**config.mk**
```make
export PLATFORM = sky130hd
export DESIGN_NAME = led_blink_bank
export DESIGN_NICKNAME = d
export VERILOG_FILES = /design/src/rtl/led_blink_bank.sv
export SDC_FILE = /design/constraint.sdc
export NUM_CORES = 1
export LEC_CHECK = 0
export CORE_MARGIN = 5
export CORE_UTILIZATION = 65
export CTS_CLUSTER_DIAMETER = 50
export CTS_CLUSTER_SIZE = 30
export DETAILED_ROUTE_END_ITERATION = 8
export DONT_BUFFER_PORTS = 1
export GPL_ROUTABILITY_DRIVEN = 0
export GPL_TIMING_DRIVEN = 0
export PLACE_DENSITY = 0.8
export SLEW_MARGIN = 10
export SYNTH_ARGS = -nofsm -noshare
export SYNTH_HDL_FRONTEND = slang
export SYNTH_SLANG_ARGS = --single-unit
```
**constraint.sdc**
```tcl
create_clock -name hwclk -period 3.65 [get_ports hwclk]
set_input_delay 0.365 -clock hwclk [delete_from_list [all_inputs] [get_ports hwclk]]
set_output_delay 0.365 -clock hwclk [all_outputs]
set_load 0.005 [all_outputs]
```
**src/rtl/led_blink_bank.sv**
```systemverilog
// N-channel LED blinker: each channel runs OFF/ON/BLINK/ONESHOT on its own half-period counter,
// reconfigured one channel per valid/ready transfer. Optional dimming via macro LED_PWM_DIM_EN.
module led_blink_bank #(
    parameter int unsigned N_CH         = 2,
    parameter int unsigned CNT_W        = 26,
    parameter int unsigned DEFAULT_HALF = 10_000_000,
    parameter logic [1:0]  RST_MODE     = 2'b10,
    parameter int unsigned PWM_W        = 4,
    localparam int unsigned CH_W        = (N_CH > 1) ? $clog2(N_CH) : 1
) (
    input  logic             hwclk,
    input  logic             reset_btn,
    input  logic             cfg_valid,
    output logic             cfg_ready,
    input  logic [CH_W-1:0]  cfg_ch,
    input  logic [1:0]       cfg_mode,
    input  logic [CNT_W-1:0] cfg_half,
    input  logic [PWM_W-1:0] cfg_duty,
    output logic [N_CH-1:0]  led,
    output logic [N_CH-1:0]  wrap
);

    typedef enum logic [1:0] {
        MODE_OFF     = 2'b00,
        MODE_ON      = 2'b01,
        MODE_BLINK   = 2'b10,
        MODE_ONESHOT = 2'b11
    } mode_e;

    mode_e            mode_q [N_CH];
    mode_e            mode_d [N_CH];
    logic [CNT_W-1:0] half_q [N_CH];
    logic [CNT_W-1:0] half_d [N_CH];
    logic [CNT_W-1:0] cnt_q  [N_CH];
    logic [CNT_W-1:0] cnt_d  [N_CH];
    logic [N_CH-1:0]  on_q;
    logic [N_CH-1:0]  on_d;
    logic [N_CH-1:0]  wrap_q;
    logic [N_CH-1:0]  wrap_d;
    logic [N_CH-1:0]  load_c;
    logic             ready_q;

    // An out-of-range channel index matches no channel, so the transfer is absorbed silently.
    always_comb begin : load_decode
        load_c = '0;
        for (int unsigned i = 0; i < N_CH; i++) begin
            load_c[i] = cfg_valid && ready_q && (cfg_ch == CH_W'(i));
        end
    end

    // Per-channel next state; a load overrides any terminal event on the same cycle.
    always_comb begin : chan_next
        mode_d = mode_q;
        half_d = half_q;
        cnt_d  = cnt_q;
        on_d   = on_q;
        wrap_d = '0;
        for (int unsigned i = 0; i < N_CH; i++) begin
            if (load_c[i]) begin
                mode_d[i] = mode_e'(cfg_mode);
                half_d[i] = cfg_half;
                cnt_d[i]  = '0;
                on_d[i]   = (cfg_mode != 2'b00);
            end else begin
                case (mode_q[i])
                    MODE_BLINK: begin
                        if (cnt_q[i] >= half_q[i]) begin
                            on_d[i]   = ~on_q[i];
                            cnt_d[i]  = '0;
                            wrap_d[i] = 1'b1;
                        end else begin
                            cnt_d[i] = cnt_q[i] + CNT_W'(1);
                        end
                    end
                    MODE_ONESHOT: begin
                        if (cnt_q[i] >= half_q[i]) begin
                            on_d[i]   = 1'b0;
                            cnt_d[i]  = '0;
                            mode_d[i] = MODE_OFF;
                            wrap_d[i] = 1'b1;
                        end else begin
                            cnt_d[i] = cnt_q[i] + CNT_W'(1);
                        end
                    end
                    default: cnt_d[i] = '0;
                endcase
            end
        end
    end

    always_ff @(posedge hwclk or negedge reset_btn) begin : chan_regs
        if (!reset_btn) begin
            for (int unsigned i = 0; i < N_CH; i++) begin
                mode_q[i] <= mode_e'(RST_MODE);
                half_q[i] <= CNT_W'(DEFAULT_HALF);
                cnt_q[i]  <= '0;
            end
            on_q    <= '0;
            wrap_q  <= '0;
            ready_q <= 1'b0;
        end else begin
            mode_q  <= mode_d;
            half_q  <= half_d;
            cnt_q   <= cnt_d;
            on_q    <= on_d;
            wrap_q  <= wrap_d;
            ready_q <= 1'b1;
        end
    end

    assign cfg_ready = ready_q;
    assign wrap      = wrap_q;

`ifdef LED_PWM_DIM_EN
    logic [PWM_W-1:0] pwm_q;
    logic [PWM_W-1:0] pwm_d;
    logic [PWM_W-1:0] duty_q [N_CH];
    logic [PWM_W-1:0] duty_d [N_CH];
    logic [N_CH-1:0]  led_q;
    logic [N_CH-1:0]  led_d;

    // led is computed from next-cycle values so it stays aligned with on/duty/pwm registers.
    always_comb begin : pwm_next
        pwm_d  = pwm_q + PWM_W'(1);
        duty_d = duty_q;
        led_d  = '0;
        for (int unsigned i = 0; i < N_CH; i++) begin
            if (load_c[i]) begin
                duty_d[i] = cfg_duty;
            end
            led_d[i] = on_d[i] && ((&duty_d[i]) || (pwm_d < duty_d[i]));
        end
    end

    always_ff @(posedge hwclk or negedge reset_btn) begin : pwm_regs
        if (!reset_btn) begin
            pwm_q <= '0;
            for (int unsigned i = 0; i < N_CH; i++) begin
                duty_q[i] <= '1;
            end
            led_q <= '0;
        end else begin
            pwm_q  <= pwm_d;
            duty_q <= duty_d;
            led_q  <= led_d;
        end
    end

    assign led = led_q;
`else
    logic unused_duty_c;
    assign unused_duty_c = ^cfg_duty;
    assign led           = on_q;
`endif

endmodule

```
==> results of run 1 <==
[synth_stat cells (all sizes together) (5+ instances only)]
| cell type | number | share of area [%] |
|---|---|---|
| nand2 | 26 | 1.6 |
| clkbuf | 6 | 0.37 |
| ha | 54 | 11 |
| nor2 | 73 | 4.5 |
| o21ai | 12 | 1.0 |
| xor2 | 24 | 3.5 |
| dfstp | 18 | 7.9 |
| mux2 | 52 | 9.7 |
| nand3 | 28 | 2.4 |
| nor3 | 10 | 1.0 |
| a21oi | 24 | 2.0 |
| inv | 63 | 3.9 |
| dfrtp | 95 | 39 |
| and3 | 7 | 0.73 |
| and4 | 8 | 1.2 |
| nand4 | 17 | 2.0 |
| buf | 5 | 0.52 |
| xnor2 | 24 | 3.5 |
[cell type report]
class | count | area, µm²
Fill cell | 540 | 2170
Clock inverter | 10 | 108
Clock buffer | 22 | 473
Buffer | 11 | 53.8
Tap cell | 111 | 139
Sequential cell | 113 | 2850
Timing Repair Buffer | 22 | 238
Inverter | 63 | 236
Multi-Input combinational cell | 386 | 2880
[kinds of logic after synthesis]
logic type,synth area share (%)
multiplexers,9.89
buffers and inverters,4.82
other,0.0622
adder cells (fa/ha/maj),11.2
flip-flops,47.3
AND/OR/NAND/NOR,15.0
AO/OA/AOI/OAI,4.78
XOR/XNOR,6.98
[worst register-to-register path, stage by stage, from the launching register on]
cell and delay [ns]:
dfstp_2 0.53, inv_1 0.04, ha_1 0.30, nand4_2 0.18, nor4_2 0.37, nand3_1 0.16, and4_4 0.20, nand3_1 0.31
buf_2 0.33, nor2_1 0.09
[path summary, 6_finish.rpt]
path	startpoint	endpoint	slack [ns]	cells past startpoint
setup / recovery	half_q[49]$_DFFE_PN1P_	cnt_q[48]$_DFF_PN0_	1.04	9
setup reg to reg	half_q[49]$_DFFE_PN1P_	cnt_q[48]$_DFF_PN0_	1.04	9
hold / removal	cfg_half[23]	half_q[49]$_DFFE_PN1P_	0.01	1
min in group asynchronous	reset_btn	cnt_q[2]$_DFF_PN0_	0.44	2
hold reg to reg	half_q[17]$_DFFE_PN0P_	half_q[17]$_DFFE_PN0P_	0.51	1
max in group asynchronous	reset_btn	mode_q[3]$_DFFE_PN1P_	2.77	2
[timing repair]
item / 4_1_cts / 5_1_grt
buffers inserted: 0 / 0
hold buffers: 19 / 3
resized for setup: 0 / 0
endpoints found under the hold margin: 138 / 3
[sequential cells by signal, indices dropped and copies added, names as in the netlist]
signal and cells:
wrap 2, cfg_ready 1, led 2, mode_q 4, half_q 52, cnt_q 52
[routing by layer]
layer  up-vias  GRT usage (%)
met5         -              0
met2       107           44.0
li1       2038              -
met4         0           8.79
met3        25           5.04
met1      2164           30.6
[power groups by stage]
| stage | Sequential (mW) | Combinational (mW) | Clock (mW) |
|---|---|---|---|
| after CTS | 1.49 | 0.444 | 1.62 |
| after global routing | 1.51 | 0.522 | 1.68 |
| after floorplan | 1.48 | 0.315 | 0 |
| after global placement | 1.50 | 0.362 | 0 |
| final | 1.49 | 0.461 | 1.61 |
| after detailed placement | 1.51 | 0.389 | 0 |
[layout by cell type, fill, tap and decap left out, types with 3 or more instances in the layout]
| master | count |
|---|---|
| dfstp_2 | 18 |
| dlygate4sd3_1 | 21 |
| xnor2_1 | 24 |
| dfrtp_1 | 95 |
| xor2_1 | 24 |
| nand2_1 | 26 |
| a21oi_1 | 24 |
| and4_1 | 7 |
| clkinv_2 | 5 |
| clkbuf_8 | 5 |
| nand4_1 | 15 |
| o21ai_0 | 11 |
| clkinvlp_4 | 3 |
| nor2_1 | 73 |
| buf_2 | 4 |
| nand3_1 | 27 |
| clkbuf_16 | 16 |
| inv_1 | 63 |
| nor2b_1 | 3 |
| mux2_2 | 52 |
| ha_1 | 54 |
| clkbuf_1 | 7 |
| a21o_1 | 4 |
| nor3_1 | 8 |
| and3_1 | 7 |
[stage by stage]
step / utilization (%) / instance area (µm²) / hold WS [ns] / power (mW)
2_1_floorplan: - / 6020 / 0.0694 / 1.79
3_3_place_gp: 67.3 / 6160 / 0.0739 / 1.86
3_5_place_dp: 67.3 / 6160 / 0.0741 / 1.89
4_1_cts: 76.0 / 6950 / 0.000154 / 3.55
5_1_grt: 76.3 / 6980 / 0.00166 / 3.71
6_report: 76.3 / 6980 / 0.0122 / 3.56
==> impl_metrics.env, run 1 <==
export IMPL_ant_nets=0
export IMPL_pwr_density_cell_mw_per_mm2=510
export IMPL_die_h_um=106
export IMPL_layout_drive_gt1_share_pct=18.5
export IMPL_drc=0
export IMPL_n_antenna_cell=0
export IMPL_yosys_warnings=0
export IMPL_critical_path_top_delay_family="simple AND/OR/NAND/NOR gates"
export IMPL_wl_per_cell_um=18.2
export IMPL_num_rows=35
export IMPL_power_share_switching_pct=25.6
export IMPL_p_seq_share_pct=41.9
export IMPL_slowest_delay_ns=0.53
export IMPL_io_buffer_count=0
export IMPL_die_x_um=106
export IMPL_slowest_stage="dfstp_2"
export IMPL_clk_latency_ns=0.51
export IMPL_synth_avg_cell_area_um2=10.5
export IMPL_antenna_found_initial=0
export IMPL_ys_flop_type="dfrtp_1"
export IMPL_initial_core_util_pct=65.8
export IMPL_path_common_cell="nand3_1"
export IMPL_finalHoldViolCount=0
export IMPL_grt_ovfl_total=0
export IMPL_cp_cell_sequence="inv_1 -> ha_1 -> nand4_2 -> nor4_2 -> nand3_1 -> and4_4 -> nand3_1 -> buf_2 -> nor2_1"
export IMPL_p_switching_mw=0.912
export IMPL_cts_sinks=113
export IMPL_nNetsFinal=704
export IMPL_fin_crit_ns=2.61
export IMPL_clkTransAtPathRegs_ns=0.06
export IMPL_crit_required_ns=4.03
export IMPL_dp_slack_ns=1.07
export IMPL_hold_class="in -> reg"
export IMPL_grt_pass1_vias=4502
export IMPL_ys_types=41
export IMPL_die_area_mm2=0.0113
export IMPL_cts_root_buffer="clkbuf_8"
export IMPL_pin_count=41
export IMPL_synth_seq_cells=113
export IMPL_cp_start_kind="flop"
export IMPL_track_usage_pct=25.1
export IMPL_p_leak_nw=3.27
export IMPL_wl_met1_um=5710
export IMPL_cts_inserted_buffers=17
export IMPL_areaGrowthSynthToFinish_pct=15.9
export IMPL_period_share_pct=71.5
export IMPL_synth_fp_nets=663
export IMPL_dp_cells=684
export IMPL_critical_path_class="reg -> reg"
export IMPL_cell_internal_pwr_mw=2.65
export IMPL_wl_met2_um=6980
export IMPL_synth_edf_count=0
export IMPL_setup_slack_ns=1.04
export IMPL_drtIter0Drc=285
export IMPL_synthCells=573
export IMPL_drt_wl_total_um=13500
export IMPL_synth_area_mm2=0.00602
export IMPL_pwr_share_clk_pct=45.2
export IMPL_vias=4334
export IMPL_slew_headroom_pct=62.0
export IMPL_h_tree_depth=4
export IMPL_finalMaxSlewViolations=0
export IMPL_cts_tree="done"
export IMPL_final_cell_count_no_fill=738
export IMPL_cp_max_fo=10
export IMPL_ys_async_sr_fraction_pct=100
export IMPL_core_area_mm2=0.00915
export IMPL_clockBufferDepth=2
export IMPL_setup_tns_ns=0
export IMPL_arrival_ns=3.00
export IMPL_yosysSeqAreaShare_pct=47.3
export IMPL_firstDrtPassIters=5
export IMPL_rsz0062_at_grt="no"
export IMPL_path_buf_inv=2
export IMPL_wl_met3_um=462
export IMPL_grt_max_degree=114
export IMPL_end_kind="flop"
export IMPL_drv_cap=0
export IMPL_ir_drop_uv=316
export IMPL_tightest_slew_ns=0.570
export IMPL_hpwl_um=8570
export IMPL_fmax_mhz=383
export IMPL_vias_per_cell=5.87
export IMPL_fin_skew_ns=0.00779
export IMPL_top_layer="met4"
export IMPL_combPwrFrac_pct=12.9
export IMPL_setup_viol=0
export IMPL_grt_pass1_wl_um=22200
export IMPL_status="finished, final reports clean"
(Power assumes the default switching activity.)
==> run 2, diff against run 1 <==
CORE_UTILIZATION = 58   (was 65)
PLACE_DENSITY = 0.75   (was 0.8)
clock period = 2.2 ns   (was 3.65 ns; I/O delays follow)
==> run 2 against run 1 <==
The run now ends with negative hold slack, negative setup slack left. Global-route usage is 1.8 points lower. Setup slack worse by 1.2 ns. Critical path depth stayed put. Total power rose by 75%. Non-clock buffer count grew 26. Clock skew is 0.0017 ns higher. Critical endpoint is now led[0]$_DFFE_PN0P_. Largest cell class unchanged. Highest routed layer unchanged.
==> impl_metrics.env, run 2 (synthesis gave the netlist of run 1 again) <==
export IMPL_slowest_delay_ns=0.54
export IMPL_power_share_switching_pct=26.2
export IMPL_r2r_setup_slack_ns=-0.18
export IMPL_setup_slack_ns=-0.181
export IMPL_cp_start_kind="flop"
export IMPL_cts_inserted_buffers=17
export IMPL_cts_root_buffer="clkbuf_8"
export IMPL_cell_internal_pwr_mw=4.61
export IMPL_layout_commonest_cell="dfrtp_1"
export IMPL_firstDrtPassIters=4
export IMPL_end_kind="flop"
export IMPL_slew_headroom_pct=64.9
export IMPL_fin_crit_ns=2.38
export IMPL_num_rows=37
export IMPL_r2r_cells=9
export IMPL_grt_pass1_vias=4680
export IMPL_fill_cells=559
export IMPL_cts_sinks=113
export IMPL_die_x_um=112
export IMPL_track_usage_pct=23.2
export IMPL_ir_drop_uv=556
export IMPL_finalMaxSlewViolations=0
export IMPL_drc=0
export IMPL_clk_latency_ns=0.54
export IMPL_critical_path_class="reg -> reg"
export IMPL_slowest_stage="dfstp_2"
export IMPL_antenna_found_initial=2
export IMPL_fin_skew_ns=0.00949
export IMPL_largestRegisters="cnt_q x52, half_q x52, mode_q x4"
export IMPL_rsz0062_at_grt="yes"
export IMPL_setup_viol=53
export IMPL_p_seq_share_pct=39.9
export IMPL_cts_tree="done"
export IMPL_p_switching_mw=1.64
export IMPL_utilization_pct=75.6
export IMPL_clockBufferDepth=2
export IMPL_combPwrFrac_pct=16.1
export IMPL_status="complete, but fails checks"
export IMPL_timing_hold_ws_ns=-0.624
export IMPL_hpwl_um=8690
export IMPL_pwr_density_cell_mw_per_mm2=807
export IMPL_vias_per_cell=5.72
export IMPL_final_cell_count_no_fill=791
export IMPL_period_share_pct=108
export IMPL_vias=4523
export IMPL_cp_max_fo=4
export IMPL_grt_pass1_wl_um=23100
export IMPL_final_cell_area_mm2=0.00774
export IMPL_pin_count=41
export IMPL_grt_ovfl_total=0
export IMPL_ant_nets=0
export IMPL_io_buffer_count=0
export IMPL_violations="negative hold slack, negative setup slack"
export IMPL_hold_class="in -> async"
export IMPL_cp_cell_sequence="inv_1 -> ha_4 -> nand4_1 -> buf_4 -> nor3_2 -> a22oi_2 -> and4_4 -> or4_1 -> a31oi_1"
export IMPL_final_cell_mix="dfrtp_1, inv_1, mux2_2"
export IMPL_rr_endpoint="led[0]$_DFFE_PN0P_"
export IMPL_dp_slack_ns=-0.396
export IMPL_fmax_mhz=420
export IMPL_wl_per_cell_um=19.0
export IMPL_tightest_slew_ns=0.526
export IMPL_reg2reg_from="half_q[41]$_DFFE_PN1P_"
export IMPL_layout_drive_gt1_share_pct=31.1
export IMPL_setup_tns_ns=-4.54
export IMPL_initial_core_util_pct=58.9
export IMPL_drv_cap=0
export IMPL_grt_max_degree=114
export IMPL_h_tree_depth=4
export IMPL_arrival_ns=2.83
export IMPL_pwr_share_clk_pct=43.9
export IMPL_die_area_mm2=0.0125
export IMPL_drtIter0Drc=245
export IMPL_nNetsFinal=730
export IMPL_power_mw=6.24
export IMPL_crit_required_ns=2.65
export IMPL_drt_wl_total_um=15000
export IMPL_areaGrowthSynthToFinish_pct=28.4
export IMPL_finalHoldViolCount=113
export IMPL_placed_area_mm2=0.00619
export IMPL_p_leak_nw=3.41
export IMPL_dp_cells=709
export IMPL_die_h_um=112
export IMPL_clkTransAtPathRegs_ns=0.06
export IMPL_core_area_mm2=0.0102
export IMPL_cts_hold_buf=28
-- run 2: worst max-delay path by stage --
stage,startpoint,to,slack [ns],cells after the start
2_1_floorplan,half_q[49]$_DFFE_PN1P_,led[0]$_DFFE_PN0P_,0.01,8
3_3_place_gp,half_q[49]$_DFFE_PN1P_,cnt_q[47]$_DFF_PN0_,-0.36,9
3_5_place_dp,half_q[45]$_DFFE_PN1P_,cnt_q[49]$_DFF_PN0_,-0.40,9
4_1_cts,half_q[49]$_DFFE_PN1P_,led[0]$_DFFE_PN0P_,-0.16,8
5_1_grt,half_q[41]$_DFFE_PN1P_,led[0]$_DFFE_PN0P_,-0.26,8
6_report,half_q[41]$_DFFE_PN1P_,led[0]$_DFFE_PN0P_,-0.18,9
-- run 2: power groups by stage --
stage / Clock (mW) / Combinational, mW / Sequential, mW
after CTS: 2.75 / 0.827 / 2.47
final: 2.74 / 1.01 / 2.49
after global placement: 0 / 0.600 / 2.48
after floorplan: 0 / 0.522 / 2.45
after global routing: 2.86 / 1.11 / 2.52
after detailed placement: 0 / 0.643 / 2.50
-- run 2: area by class of cell --
class,count,area (µm²),share of cell area [%]
multi-input cells,386,3310,42.8
flip-flops and latches,113,2850,36.9
repair buffers,49,498,6.44
clock buffers,21,449,5.81
inverters,63,236,3.06
well taps,136,170,2.20
clock inverters,11,138,1.78
plain buffers,10,78.8,1.02
diodes,2,5.00,0.0647
-- run 2: routing by layer --
metal  track usage [%]  share of wire, %
met4              10.5               3.5
met2              39.6                53
met1              27.9                40
met5                 0                 0
met3              5.65               3.1
-- run 2: worst max-delay path: cells and delay by family, from the launching register on --
kind / cells / cell delay [ns]
flip-flops: 1 / 0.54
adder cells (fa/ha/maj): 1 / 0.27
AO/OA/AOI/OAI: 2 / 0.30
buffers and inverters: 2 / 0.26
AND/OR/NAND/NOR: 4 / 0.93
-- run 2: repair_timing --
action	4_1_cts	5_1_grt
pin swaps	42	22
buffers inserted	8	9
setup endpoints to repair	55	59
gates resized for setup	46	68
endpoints found under the hold margin	171	113
cloned	2	2
==> run 3, diff against run 2 <==
GPL_ROUTABILITY_DRIVEN = default   (was 0)
==> results of run 3 <==
Final layout, timing and power as in run 2 (identical DEF).
